===== config.mk =====
export PLATFORM = sky130hd
export DESIGN_NAME = gcd_driver
export DESIGN_NICKNAME = d
export VERILOG_FILES = /design/src/rtl/gcd_pkg.sv /design/src/rtl/gcd_pair_fifo.sv /design/src/rtl/gcd_driver.sv
export SDC_FILE = /design/constraint.sdc
export NUM_CORES = 1
export LEC_CHECK = 0
export ABC_AREA = 1
export ABC_CLOCK_PERIOD_IN_PS = 5020
export CAP_MARGIN = 20
export CORE_ASPECT_RATIO = 0.5
export CORE_MARGIN = 2
export CORE_UTILIZATION = 35
export CTS_CLUSTER_SIZE = 25
export DETAILED_ROUTE_END_ITERATION = 12
export GPL_TIMING_DRIVEN = 0
export PLACE_DENSITY_LB_ADDON = 0.1
export SYNTH_ARGS = -nofsm -noshare
export SYNTH_HDL_FRONTEND = slang
export SYNTH_SLANG_ARGS = --single-unit
export TNS_END_PERCENT = 30

===== constraint.sdc =====
create_clock -name clk -period 5.02 [get_ports clk]
set_input_delay 0.502 -clock clk [delete_from_list [all_inputs] [get_ports clk]]
set_output_delay 0.502 -clock clk [all_outputs]
set_load 0.1 [all_outputs]

===== src/rtl/gcd_pkg.sv =====
// Shared types and defaults for the Gcd engine driver.
package gcd_pkg;

  localparam int unsigned GcdWidth = 16;
  localparam int unsigned GcdDepth = 4;

  typedef enum logic [2:0] {
    StIdle,
    StLoad,
    StRun,
    StStore,
    StFin
  } gcd_state_e;

  typedef struct packed {
    logic [GcdWidth-1:0] a;
    logic [GcdWidth-1:0] b;
  } gcd_pair_t;

endpackage


===== src/rtl/gcd_pair_fifo.sv =====
// Synchronous operand-pair FIFO with head and one-ahead lookahead read ports.
module gcd_pair_fifo #(
  parameter int unsigned Width = 32,
  parameter int unsigned Depth = 4
) (
  input  logic             clk,
  input  logic             rst,
  input  logic             i_push,
  input  logic [Width-1:0] i_wdata,
  input  logic             i_pop,
  output logic [Width-1:0] o_head,
  output logic [Width-1:0] o_head_nxt,
  output logic             o_full,
  output logic             o_empty,
  output logic             o_multi
);

  localparam int unsigned AddrW = $clog2(Depth);
  localparam int unsigned PtrW  = AddrW + 1;

  logic [Width-1:0] r_mem [Depth];
  logic [PtrW-1:0]  r_wptr;
  logic [PtrW-1:0]  r_rptr;
  logic [PtrW-1:0]  w_count;
  logic [AddrW-1:0] w_rnxt;

  assign w_count    = r_wptr - r_rptr;
  assign w_rnxt     = r_rptr[AddrW-1:0] + AddrW'(1);
  assign o_head     = r_mem[r_rptr[AddrW-1:0]];
  assign o_head_nxt = r_mem[w_rnxt];
  assign o_full     = (w_count == PtrW'(Depth));
  assign o_empty    = (w_count == '0);
  assign o_multi    = (w_count > PtrW'(1));

  always_ff @(posedge clk) begin
    if (i_push) begin
      r_mem[r_wptr[AddrW-1:0]] <= i_wdata;
    end
  end

  always_ff @(posedge clk or posedge rst) begin
    if (rst) begin
      r_wptr <= '0;
      r_rptr <= '0;
    end else begin
      if (i_push) r_wptr <= r_wptr + PtrW'(1);
      if (i_pop)  r_rptr <= r_rptr + PtrW'(1);
    end
  end

endmodule


===== src/rtl/gcd_driver.sv =====
// Operand sequencer and result collector for the Gcd engine.
// Define GCD_DRIVER_TIMEOUT_EN to bound each wait for finished_flag to TIMEOUT cycles.
module gcd_driver
  import gcd_pkg::*;
#(
  parameter int unsigned WIDTH    = GcdWidth,
  parameter int unsigned DEPTH    = GcdDepth,
  parameter int unsigned LOAD_CYC = 2,
  parameter int unsigned TIMEOUT  = 1024
) (
  input  logic                     clk,
  input  logic                     rst,
  input  logic                     ld_valid,
  input  logic [WIDTH-1:0]         ld_a,
  input  logic [WIDTH-1:0]         ld_b,
  output logic                     ld_ready,
  input  logic                     start,
  output logic                     busy,
  output logic                     done,
  output logic [$clog2(DEPTH):0]   res_cnt,
  input  logic [$clog2(DEPTH)-1:0] rd_idx,
  output logic [WIDTH-1:0]         rd_data,
  output logic                     timeout_flag,
  output logic [WIDTH-1:0]         d1,
  output logic [WIDTH-1:0]         d2,
  output logic                     gcd_rst,
  input  logic [WIDTH-1:0]         gcd,
  input  logic                     finished_flag
);

  localparam int unsigned AddrW = $clog2(DEPTH);
  localparam int unsigned CntW  = AddrW + 1;
  localparam int unsigned CycW  = $clog2(LOAD_CYC) + 1;
  localparam int unsigned PairW = 2 * WIDTH;

  gcd_state_e       r_state;
  logic             r_busy;
  logic             r_done;
  logic             r_gcd_rst;
  logic             r_fin_prev;
  logic [CycW-1:0]  r_cyc;
  logic [CntW-1:0]  r_res_cnt;
  logic [WIDTH-1:0] r_res_val;
  logic [WIDTH-1:0] r_d1;
  logic [WIDTH-1:0] r_d2;
  logic [WIDTH-1:0] r_rd_data;
  logic [WIDTH-1:0] r_results [DEPTH];

  logic             w_push;
  logic             w_pop;
  logic             w_full;
  logic             w_empty;
  logic             w_multi;
  logic             w_fin_rise;
  logic [PairW-1:0] w_head;
  logic [PairW-1:0] w_head_nxt;
  logic [PairW-1:0] w_first;

  assign ld_ready   = !r_busy && !w_full;
  assign w_push     = ld_valid && ld_ready;
  assign w_pop      = (r_state == StStore);
  assign w_fin_rise = finished_flag && !r_fin_prev;
  // A pair loaded in the same cycle as start is the head when the queue was empty.
  assign w_first    = w_empty ? {ld_a, ld_b} : w_head;

  gcd_pair_fifo #(
    .Width(PairW),
    .Depth(DEPTH)
  ) u_fifo (
    .clk       (clk),
    .rst       (rst),
    .i_push    (w_push),
    .i_wdata   ({ld_a, ld_b}),
    .i_pop     (w_pop),
    .o_head    (w_head),
    .o_head_nxt(w_head_nxt),
    .o_full    (w_full),
    .o_empty   (w_empty),
    .o_multi   (w_multi)
  );

`ifdef GCD_DRIVER_TIMEOUT_EN
  localparam int unsigned TmoW = $clog2(TIMEOUT) + 1;
  logic [TmoW-1:0] r_tmo_cnt;
  logic            r_tmo_flag;
  assign timeout_flag = r_tmo_flag;
`else
  assign timeout_flag = 1'b0;
`endif

  always_ff @(posedge clk or posedge rst) begin
    if (rst) begin
      r_state    <= StIdle;
      r_busy     <= 1'b0;
      r_done     <= 1'b0;
      r_gcd_rst  <= 1'b1;
      r_fin_prev <= 1'b0;
      r_cyc      <= '0;
      r_res_cnt  <= '0;
      r_res_val  <= '0;
      r_d1       <= '0;
      r_d2       <= '0;
`ifdef GCD_DRIVER_TIMEOUT_EN
      r_tmo_cnt  <= '0;
      r_tmo_flag <= 1'b0;
`endif
    end else begin
      r_fin_prev <= finished_flag;
      r_done     <= 1'b0;
      unique case (r_state)
        StIdle: begin
          if (start) begin
            r_busy    <= 1'b1;
            r_res_cnt <= '0;
            if (!w_empty || w_push) begin
              r_state <= StLoad;
              r_d1    <= w_first[PairW-1:WIDTH];
              r_d2    <= w_first[WIDTH-1:0];
              r_cyc   <= '0;
            end else begin
              r_state <= StFin;
            end
          end
        end
        StLoad: begin
          if (r_cyc == CycW'(LOAD_CYC - 1)) begin
            r_state   <= StRun;
            r_gcd_rst <= 1'b0;
`ifdef GCD_DRIVER_TIMEOUT_EN
            r_tmo_cnt <= '0;
`endif
          end else begin
            r_cyc <= r_cyc + CycW'(1);
          end
        end
        StRun: begin
          if (w_fin_rise) begin
            r_state   <= StStore;
            r_res_val <= gcd;
          end
`ifdef GCD_DRIVER_TIMEOUT_EN
          else if (r_tmo_cnt == TmoW'(TIMEOUT - 1)) begin
            r_state    <= StStore;
            r_res_val  <= '0;
            r_tmo_flag <= 1'b1;
          end else begin
            r_tmo_cnt <= r_tmo_cnt + TmoW'(1);
          end
`endif
        end
        StStore: begin
          r_res_cnt <= r_res_cnt + CntW'(1);
          r_gcd_rst <= 1'b1;
          // The head is popped this edge, so the next pair comes from the lookahead port.
          if (w_multi) begin
            r_state <= StLoad;
            r_d1    <= w_head_nxt[PairW-1:WIDTH];
            r_d2    <= w_head_nxt[WIDTH-1:0];
            r_cyc   <= '0;
          end else begin
            r_state <= StFin;
          end
        end
        StFin: begin
          r_done  <= 1'b1;
          r_busy  <= 1'b0;
          r_state <= StIdle;
        end
        default: r_state <= StIdle;
      endcase
    end
  end

  always_ff @(posedge clk or posedge rst) begin
    if (rst) begin
      for (int i = 0; i < int'(DEPTH); i++) begin
        r_results[i] <= '0;
      end
      r_rd_data <= '0;
    end else begin
      if (r_state == StStore) begin
        r_results[r_res_cnt[AddrW-1:0]] <= r_res_val;
      end
      r_rd_data <= r_results[rd_idx];
    end
  end

  assign busy    = r_busy;
  assign done    = r_done;
  assign res_cnt = r_res_cnt;
  assign rd_data = r_rd_data;
  assign d1      = r_d1;
  assign d2      = r_d2;
  assign gcd_rst = r_gcd_rst;

endmodule


==> impl_metrics.prom, run 1 <==
# TYPE chip_impl_metric gauge
chip_impl_metric{name="die-area",unit="um2"} 37500
chip_impl_metric{name="port_buffers",unit=""} 109
chip_impl_metric{name="synth_warnings",unit=""} 0
chip_impl_info{name="postSynth.topFlopCell",value="sky130_fd_sc_hd__dfrtp_1"} 1
chip_impl_metric{name="layout_worst_path_cycle_share",unit="%"} 78.6
chip_impl_metric{name="grt_start_max_net_pins",unit=""} 100
chip_impl_metric{name="tritoncts_num_sinks",unit=""} 274
chip_impl_info{name="end_kind",value="output port"} 1
chip_impl_metric{name="post-route-util",unit="%"} 42.9
chip_impl_metric{name="drt_pre_antenna_iters",unit=""} 6
chip_impl_metric{name="final_period_minus_worst_setup_slack",unit="ns"} 3.95
chip_impl_metric{name="layout.nets",unit=""} 1531
chip_impl_metric{name="reg2reg_setup_slack",unit="ns"} 1.91
chip_impl_metric{name="multiInputGateArea",unit="um2"} 4330
chip_impl_metric{name="groute.usage.overall",unit="%"} 20.7
chip_impl_info{name="clock_tree.root_cell",value="sky130_fd_sc_hd__clkbuf_16"} 1
chip_impl_metric{name="dpl.cell_count",unit=""} 1918
chip_impl_metric{name="max-clock-path-buffers",unit=""} 3
chip_impl_metric{name="post_cts_hold_buffer_count",unit=""} 0
chip_impl_metric{name="cts_made_buffers",unit=""} 28
chip_impl_metric{name="synthArstFlopShare",unit="%"} 53.3
chip_impl_metric{name="whs",unit="ns"} 0.373
chip_impl_metric{name="grt_pass1_vias",unit=""} 10600
chip_impl_metric{name="r2r_cells",unit=""} 9
chip_impl_metric{name="rows",unit=""} 49
chip_impl_metric{name="yosys_register_bits",unit=""} 274
chip_impl_metric{name="cts.htree.levels",unit=""} 1
chip_impl_info{name="crit_path_category",value="reg2out"} 1
chip_impl_metric{name="synth-edff-count",unit=""} 128
chip_impl_info{name="r2r_start",value="u_fifo.r_wptr[0]$_DFFE_PP0P_"} 1
chip_impl_metric{name="antenna_found_initial",unit=""} 1
chip_impl_metric{name="post-synth-top-area-fraction",unit="%"} 30.6
chip_impl_metric{name="final_antenna_net_count",unit=""} 0
chip_impl_metric{name="route.detailed.wl_per_inst",unit="um"} 19.9
chip_impl_metric{name="synth.cell_area",unit="um2"} 12600
chip_impl_metric{name="clk_latency",unit="ns"} 0.56
chip_impl_metric{name="timing.clock.skew",unit="ns"} 0.0105
chip_impl_metric{name="power.ir.vdd_worst",unit="mV"} 0.297
chip_impl_metric{name="leakagePower",unit="nW"} 6.34
chip_impl_metric{name="synth.avg_cell_area",unit="um2"} 9.53
chip_impl_info{name="worst_r2r_endpoint",value="u_fifo.r_mem[3][20]$_DFFE_PP_"} 1
chip_impl_metric{name="report.final.hold_viol_count",unit=""} 0
chip_impl_metric{name="cts.clk_slew.worst_paths",unit="ns"} 0.06
chip_impl_metric{name="post-cts-setup-buffers",unit=""} 0
chip_impl_metric{name="post_cts_resize_count",unit=""} 0
chip_impl_metric{name="fillCellCount",unit=""} 3435
chip_impl_metric{name="slew_viol_final",unit=""} 0
chip_impl_info{name="worst_hold_path_type",value="in2async"} 1
chip_impl_metric{name="dieWidth",unit="um"} 272
chip_impl_metric{name="synthCells",unit=""} 1320
chip_impl_metric{name="placed_cell_area",unit="um2"} 14400
chip_impl_metric{name="cp.arrival",unit="ns"} 3.44
chip_impl_metric{name="route.final.wire_length",unit="mm"} 39.2
chip_impl_info{name="synth_area_leader_cell",value="sky130_fd_sc_hd__edfxtp_1"} 1
chip_impl_metric{name="via_per_inst",unit=""} 5.22
chip_impl_metric{name="max_freq",unit="MHz"} 253
chip_impl_metric{name="gp_routability_congestion",unit=""} 0.813
chip_impl_metric{name="timing.slew.headroom",unit="%"} 32.6
chip_impl_metric{name="areaGrowthSynthToFinish",unit="%"} 21.8
chip_impl_metric{name="worst-endpoint-required",unit="ns"} 4.52
chip_impl_info{name="rsz0062_at_grt",value="no"} 1
chip_impl_metric{name="drt_iter0_markers",unit=""} 966
chip_impl_metric{name="p_per_area",unit="nW/um2"} 754
chip_impl_metric{name="post_route_cell_area",unit="um2"} 15300
chip_impl_metric{name="dp.final_hpwl",unit="mm"} 25.7
chip_impl_info{name="tritoncts_clock_tree",value="done"} 1
chip_impl_metric{name="detailed_route_via_count",unit=""} 10300
chip_impl_info{name="worstSetupStartpointType",value="register"} 1
chip_impl_metric{name="initial_utilization",unit="%"} 35.2
chip_impl_metric{name="post_route_cells_drive_above_1_share",unit="%"} 9.70
chip_impl_info{name="synth_area_leaders",value="sky130_fd_sc_hd__edfxtp_1 (31%), sky130_fd_sc_hd__dfrtp_1 (29%), sky130_fd_sc_hd__o21ai_0 (8.7%)"} 1
chip_impl_metric{name="max_cap_violations",unit=""} 0
chip_impl_metric{name="design.core.area",unit="um2"} 35700
chip_impl_metric{name="final-setup-viol-count",unit=""} 0
chip_impl_metric{name="synthesis.nets",unit=""} 1387
chip_impl_metric{name="layout.cells.non_filler",unit=""} 1970
chip_impl_metric{name="die_h",unit="um"} 138
chip_impl_metric{name="number_of_drc_violations_after_detailed_routing",unit=""} 0
chip_impl_metric{name="ys_types",unit=""} 34
chip_impl_metric{name="gr-total-overflow",unit=""} 0
chip_impl_metric{name="final-seq-area",unit="um2"} 7500
chip_impl_metric{name="design.portCount",unit=""} 111
chip_impl_metric{name="synth_seq_area_share",unit="%"} 59.6
chip_impl_metric{name="global_route_wire_length_before_repair",unit="mm"} 60.5
chip_impl_metric{name="worstPathMaxFanout",unit=""} 8
chip_impl_info{name="outcome",value="complete, no violations"} 1
chip_impl_metric{name="tightest_slew",unit="ns"} 1.01
## synth_stat cells (7+ instances only)
cell type and n:
sky130_fd_sc_hd__buf_4 9, sky130_fd_sc_hd__buf_2 25, sky130_fd_sc_hd__o21ai_2 32, sky130_fd_sc_hd__inv_1 83
sky130_fd_sc_hd__o21ai_0 219, sky130_fd_sc_hd__nand3_1 71, sky130_fd_sc_hd__dfrtp_1 145, sky130_fd_sc_hd__o22ai_1 16
sky130_fd_sc_hd__clkbuf_1 43, sky130_fd_sc_hd__a21oi_1 79, sky130_fd_sc_hd__ha_1 11, sky130_fd_sc_hd__edfxtp_1 128
sky130_fd_sc_hd__nor2_1 146, sky130_fd_sc_hd__nand2_1 235, sky130_fd_sc_hd__buf_6 7, sky130_fd_sc_hd__o211ai_1 38
## per-layer routing
layer | vias to the layer above | global-route usage, % | part of all wire (%)
met2 | 354 | 34.8 | 48
met5 | - | 0 | 0
li1 | 4799 | - | -
met4 | 0 | 6.33 | 2.5
met1 | 5055 | 27.9 | 44
met3 | 79 | 3.01 | 5.7
## registers in the layout, summed over array words and instances (netlist names)
name / count
busy: 1
done: 1
rd_data: 16
d2: 16
r_results: 64
u_fifo.r_mem: 128
u_fifo.r_rptr: 3
d1: 16
r_state: 3
r_fin_prev: 1
r_res_val: 16
r_cyc: 2
res_cnt: 3
gcd_rst: 1
u_fifo.r_wptr: 3
## cell usage in the layout, fill, tap and decap left out, types with 7 or more instances in the layout
cell | synthesis | routed
sky130_fd_sc_hd__clkbuf_8 | 0 | 7
sky130_fd_sc_hd__edfxtp_1 | 128 | 128
sky130_fd_sc_hd__nor2_1 | 146 | 142
sky130_fd_sc_hd__o21ai_2 | 32 | 32
sky130_fd_sc_hd__nand2_1 | 235 | 235
sky130_fd_sc_hd__o22ai_1 | 16 | 16
sky130_fd_sc_hd__clkbuf_16 | 0 | 29
sky130_fd_sc_hd__inv_1 | 83 | 82
sky130_fd_sc_hd__buf_6 | 7 | 7
sky130_fd_sc_hd__clkbuf_1 | 43 | 51
sky130_fd_sc_hd__dfrtp_1 | 145 | 145
sky130_fd_sc_hd__buf_2 | 25 | 25
sky130_fd_sc_hd__buf_4 | 9 | 9
sky130_fd_sc_hd__nand3_1 | 71 | 71
sky130_fd_sc_hd__o21ai_0 | 219 | 219
sky130_fd_sc_hd__a21oi_1 | 79 | 79
sky130_fd_sc_hd__o211ai_1 | 38 | 38
sky130_fd_sc_hd__clkdlybuf4s50_1 | 0 | 109
sky130_fd_sc_hd__ha_1 | 11 | 11
## power breakdown
part / internal (mW) / leakage [nW] / switching [mW]
sequential: 2.96 / 2.91 / 0.302
combinational: 1.66 / 2.99 / 4.58
clock: 1.16 / 0.442 / 0.885
total: 5.78 / 6.34 / 5.77
## cell families after synthesis
group / share of synthesized area [%]
and+or+nand+nor: 15.4
AOI/OAI and AO/OA: 17.4
DFF: 59.6
buffers and inverters: 6.14
adders and majority gates: 1.25
xor gates and xnor gates: 0.209
other: 0.0298
## final cells by class
type,count,share of cell area (%)
Antenna cell,1,0.0163
Buffer,88,2.93
Clock buffer,44,5.57
Clock inverter,7,0.221
Inverter,86,2.14
Multi-Input combinational cell,872,28.3
Sequential cell,274,49.0
Tap cell,484,3.96
Timing Repair Buffer,114,7.88
## stage by stage
stage               TNS (ns)  power, mW  setup WS (ns)
floorplan                  0       7.60          0.597
global placement     -244.37       9.36          -1.65
detailed placement         0       9.51           1.65
CTS                        0       11.6           1.05
global route               0       12.3          0.933
finish                     0       11.5           1.07
## how the worst max path moves through the flow
stage,from,depth (start not counted),endpoint
after global placement,rst,2,d1[11]$_DFFE_PP0P_
final,u_fifo.r_wptr[0]$_DFFE_PP0P_,9,ld_ready
after floorplan,rst,1,busy$_DFFE_PP0P_
after detailed placement,u_fifo.r_wptr[0]$_DFFE_PP0P_,9,ld_ready
after CTS,u_fifo.r_wptr[0]$_DFFE_PP0P_,9,ld_ready
after global routing,u_fifo.r_wptr[0]$_DFFE_PP0P_,9,ld_ready
## critical path, stage by stage (launching register included)
cell and delay, ns:
sky130_fd_sc_hd__dfrtp_1 0.38, sky130_fd_sc_hd__inv_1 0.11, sky130_fd_sc_hd__ha_1 0.22, sky130_fd_sc_hd__fa_1 0.54, sky130_fd_sc_hd__nand2_1 0.10, sky130_fd_sc_hd__inv_2 0.10
sky130_fd_sc_hd__nand3_1 0.15, sky130_fd_sc_hd__nand2_1 0.09, sky130_fd_sc_hd__inv_1 0.06, sky130_fd_sc_hd__clkdlybuf4s50_1 1.12
(Power assumes the default switching activity.)
==> inputs of run 2 (changes only) <==
--- a/config.mk
+++ b/config.mk
@@ -6,7 +6,7 @@
 export NUM_CORES = 1
 export LEC_CHECK = 0
 export ABC_AREA = 1
-export ABC_CLOCK_PERIOD_IN_PS = 5020
+export ABC_CLOCK_PERIOD_IN_PS = 3600
 export CAP_MARGIN = 20
 export CORE_ASPECT_RATIO = 0.5
 export CORE_MARGIN = 2
==> constraint.sdc (replaced) <==
create_clock -name clk -period 3.6 [get_ports clk]
set_input_delay 0.36 -clock clk [delete_from_list [all_inputs] [get_ports clk]]
set_output_delay 0.36 -clock clk [all_outputs]
set_load 0.1 [all_outputs]
==> impl_metrics.prom, run 2 (synthesis results as in run 1) <==
# TYPE chip_impl_metric gauge
chip_impl_metric{name="design.portCount",unit=""} 111
chip_impl_metric{name="timing.clock.skew",unit="ns"} 0.0177
chip_impl_metric{name="layout_worst_path_cycle_share",unit="%"} 87.5
chip_impl_metric{name="gp_routability_congestion",unit=""} 0.815
chip_impl_metric{name="final-setup-viol-count",unit=""} 0
chip_impl_metric{name="die_h",unit="um"} 138
chip_impl_metric{name="timing.critical_path.buf_inv",unit=""} 3
chip_impl_metric{name="tightest_slew",unit="ns"} 1.02
chip_impl_info{name="critPathLaunch",value="u_fifo.r_wptr[0]$_DFFE_PP0P_"} 1
chip_impl_metric{name="max-clock-path-buffers",unit=""} 3
chip_impl_metric{name="detailed_route_via_count",unit=""} 10300
chip_impl_metric{name="reg2reg_setup_slack",unit="ns"} 0.45
chip_impl_metric{name="dieWidth",unit="um"} 272
chip_impl_metric{name="placement.setup.worst_slack",unit="ns"} 0.404
chip_impl_metric{name="tritoncts_num_sinks",unit=""} 274
chip_impl_metric{name="dp.final_hpwl",unit="mm"} 25.9
chip_impl_metric{name="gr-total-overflow",unit=""} 0
chip_impl_info{name="r2r_start",value="u_fifo.r_wptr[0]$_DFFE_PP0P_"} 1
chip_impl_info{name="crit_path_category",value="reg2reg"} 1
chip_impl_metric{name="timing.slew.headroom",unit="%"} 31.7
chip_impl_metric{name="grt_start_max_net_pins",unit=""} 44
chip_impl_metric{name="worst-endpoint-required",unit="ns"} 3.85
chip_impl_metric{name="antenna_found_initial",unit=""} 0
chip_impl_info{name="rsz0062_at_grt",value="no"} 1
chip_impl_metric{name="report.final.hold_viol_count",unit=""} 0
chip_impl_info{name="worstSetupStartpointType",value="register"} 1
chip_impl_metric{name="power.ir.vdd_worst",unit="mV"} 0.485
chip_impl_info{name="setup.worst_path.end",value="u_fifo.r_mem[3][20]$_DFFE_PP_"} 1
chip_impl_info{name="worst_hold_path_type",value="in2async"} 1
chip_impl_metric{name="global_route_wire_length_before_repair",unit="mm"} 59.7
chip_impl_metric{name="highest_cell_delay_on_the_worst_timing_path",unit="ns"} 0.72
chip_impl_metric{name="design.core.area",unit="um2"} 35700
chip_impl_metric{name="cts_made_buffers",unit=""} 27
chip_impl_metric{name="max_freq",unit="MHz"} 317
chip_impl_metric{name="post-cts-setup-buffers",unit=""} 0
chip_impl_metric{name="number_of_drc_violations_after_detailed_routing",unit=""} 0
chip_impl_metric{name="cts.clk_slew.worst_paths",unit="ns"} 0.06
chip_impl_info{name="layout.cells.most_common",value="sky130_fd_sc_hd__nand2_1"} 1
chip_impl_metric{name="groute.usage.overall",unit="%"} 20.4
chip_impl_info{name="timing.critical_path.cells",value="inv_1, ha_1, fa_1, nand2_1, inv_2, nand3_1, nand3_2, nor2_4, buf_16"} 1
chip_impl_metric{name="rows",unit=""} 49
chip_impl_info{name="end_kind",value="register"} 1
chip_impl_metric{name="antennaDiodeCount",unit=""} 0
chip_impl_metric{name="route.detailed.wl_per_inst",unit="um"} 19.7
chip_impl_info{name="layout_common_cells",value="sky130_fd_sc_hd__nand2_1 (235), sky130_fd_sc_hd__o21ai_0 (219), sky130_fd_sc_hd__dfrtp_1 (145)"} 1
chip_impl_metric{name="path_length_in_cells_of_the_critical_path",unit=""} 9
chip_impl_metric{name="clk_latency",unit="ns"} 0.55
chip_impl_metric{name="drt_iter0_markers",unit=""} 964
chip_impl_metric{name="slew_viol_final",unit=""} 0
chip_impl_metric{name="final_antenna_net_count",unit=""} 0
chip_impl_metric{name="post-route-util",unit="%"} 42.9
chip_impl_metric{name="via_per_inst",unit=""} 5.22
chip_impl_metric{name="post_route_cell_area",unit="um2"} 15300
chip_impl_metric{name="final-seq-area",unit="um2"} 7500
chip_impl_info{name="worst_path_dominant_cell_family",value="simple AND/OR/NAND/NOR gates"} 1
chip_impl_metric{name="cts.htree.levels",unit=""} 1
chip_impl_metric{name="leakagePower",unit="nW"} 6.34
chip_impl_metric{name="p_per_area",unit="nW/um2"} 1040
chip_impl_metric{name="post_route_cells_drive_above_1_share",unit="%"} 9.91
chip_impl_metric{name="r2r_cells",unit=""} 9
chip_impl_info{name="worst_r2r_endpoint",value="u_fifo.r_mem[3][20]$_DFFE_PP_"} 1
chip_impl_info{name="clock_tree.root_cell",value="sky130_fd_sc_hd__clkbuf_16"} 1
chip_impl_metric{name="cp.arrival",unit="ns"} 3.39
chip_impl_metric{name="drt_pre_antenna_iters",unit=""} 6
chip_impl_metric{name="max_cap_violations",unit=""} 0
chip_impl_metric{name="placed_cell_area",unit="um2"} 14500
chip_impl_metric{name="setup_tns",unit="ns"} 0
chip_impl_metric{name="areaGrowthSynthToFinish",unit="%"} 21.7
chip_impl_metric{name="final_period_minus_worst_setup_slack",unit="ns"} 3.15
chip_impl_metric{name="fillCellCount",unit=""} 3429
chip_impl_metric{name="worst_slack",unit="ns"} 0.450
chip_impl_metric{name="initial_utilization",unit="%"} 35.2
chip_impl_metric{name="dpl.cell_count",unit=""} 1921
chip_impl_metric{name="layout.cells.non_filler",unit=""} 1968
chip_impl_metric{name="route.final.wire_length",unit="mm"} 38.9
chip_impl_info{name="tritoncts_clock_tree",value="done"} 1
chip_impl_metric{name="port_buffers",unit=""} 109
chip_impl_metric{name="largest_register_ff_count",unit=""} 128
chip_impl_metric{name="grt_pass1_vias",unit=""} 10300
chip_impl_metric{name="die-area",unit="um2"} 37500
chip_impl_metric{name="multiInputGateArea",unit="um2"} 4330
chip_impl_metric{name="worstPathMaxFanout",unit=""} 17
chip_impl_info{name="timing.critical_path.slowest_stage_cell",value="sky130_fd_sc_hd__nor2_4"} 1
chip_impl_info{name="outcome",value="complete, no violations"} 1
chip_impl_metric{name="layout.nets",unit=""} 1533
-- run 2: layout make-up --
cell class / count / area share [%]
multi-input cells: 872 / 28.3
inverters: 86 / 2.13
clock inverters: 6 / 0.196
flip-flops and latches: 274 / 49.0
well taps: 484 / 3.96
plain buffers: 88 / 2.93
repair buffers: 117 / 8.19
clock buffers: 41 / 5.28
-- run 2: worst min path at each step --
stage	start	end	slack, ns	cells past startpoint
finish	rst	r_results[28]$_DFFE_PP0P_	0.21	2
global route	rst	r_results[28]$_DFFE_PP0P_	0.24	2
CTS	rst	r_results[13]$_DFFE_PP0P_	0.20	2
detailed placement	r_results[45]$_DFFE_PP0P_	r_results[45]$_DFFE_PP0P_	0.47	2
global placement	r_results[24]$_DFFE_PP0P_	r_results[24]$_DFFE_PP0P_	0.46	2
floorplan	finished_flag	r_fin_prev$_DFF_PP0_	0.39	0
-- run 2: per-layer routing --
metal | vias to the layer above | GRT usage [%] | share of wire [%]
li1 | 4787 | - | -
met5 | - | 0 | 0
met3 | 77 | 3.04 | 6.5
met1 | 4978 | 27.6 | 43
met4 | 0 | 6.04 | 2.4
met2 | 427 | 34.1 | 48
-- run 2: what timing repair did --
item | CTS | global route
gates resized for setup | 1 | 2
hold endpoints to repair | 0 | 0
setup endpoints to repair | 1 | 1
hold buffers | 0 | 0
-- run 2: power by group --
| part | switching (mW) | internal, mW |
|---|---|---|
| Clock | 1.19 | 1.54 |
| Sequential | 0.427 | 4.13 |
| Combinational | 6.35 | 2.31 |
-- run 2: through the flow --
| step | power, mW | hold WS [ns] |
|---|---|---|
| global placement | 13.1 | 0.460 |
| global route | 16.9 | 0.244 |
| detailed placement | 13.2 | 0.468 |
| CTS | 16.0 | 0.195 |
| floorplan | 10.6 | 0.391 |
| finish | 15.9 | 0.209 |
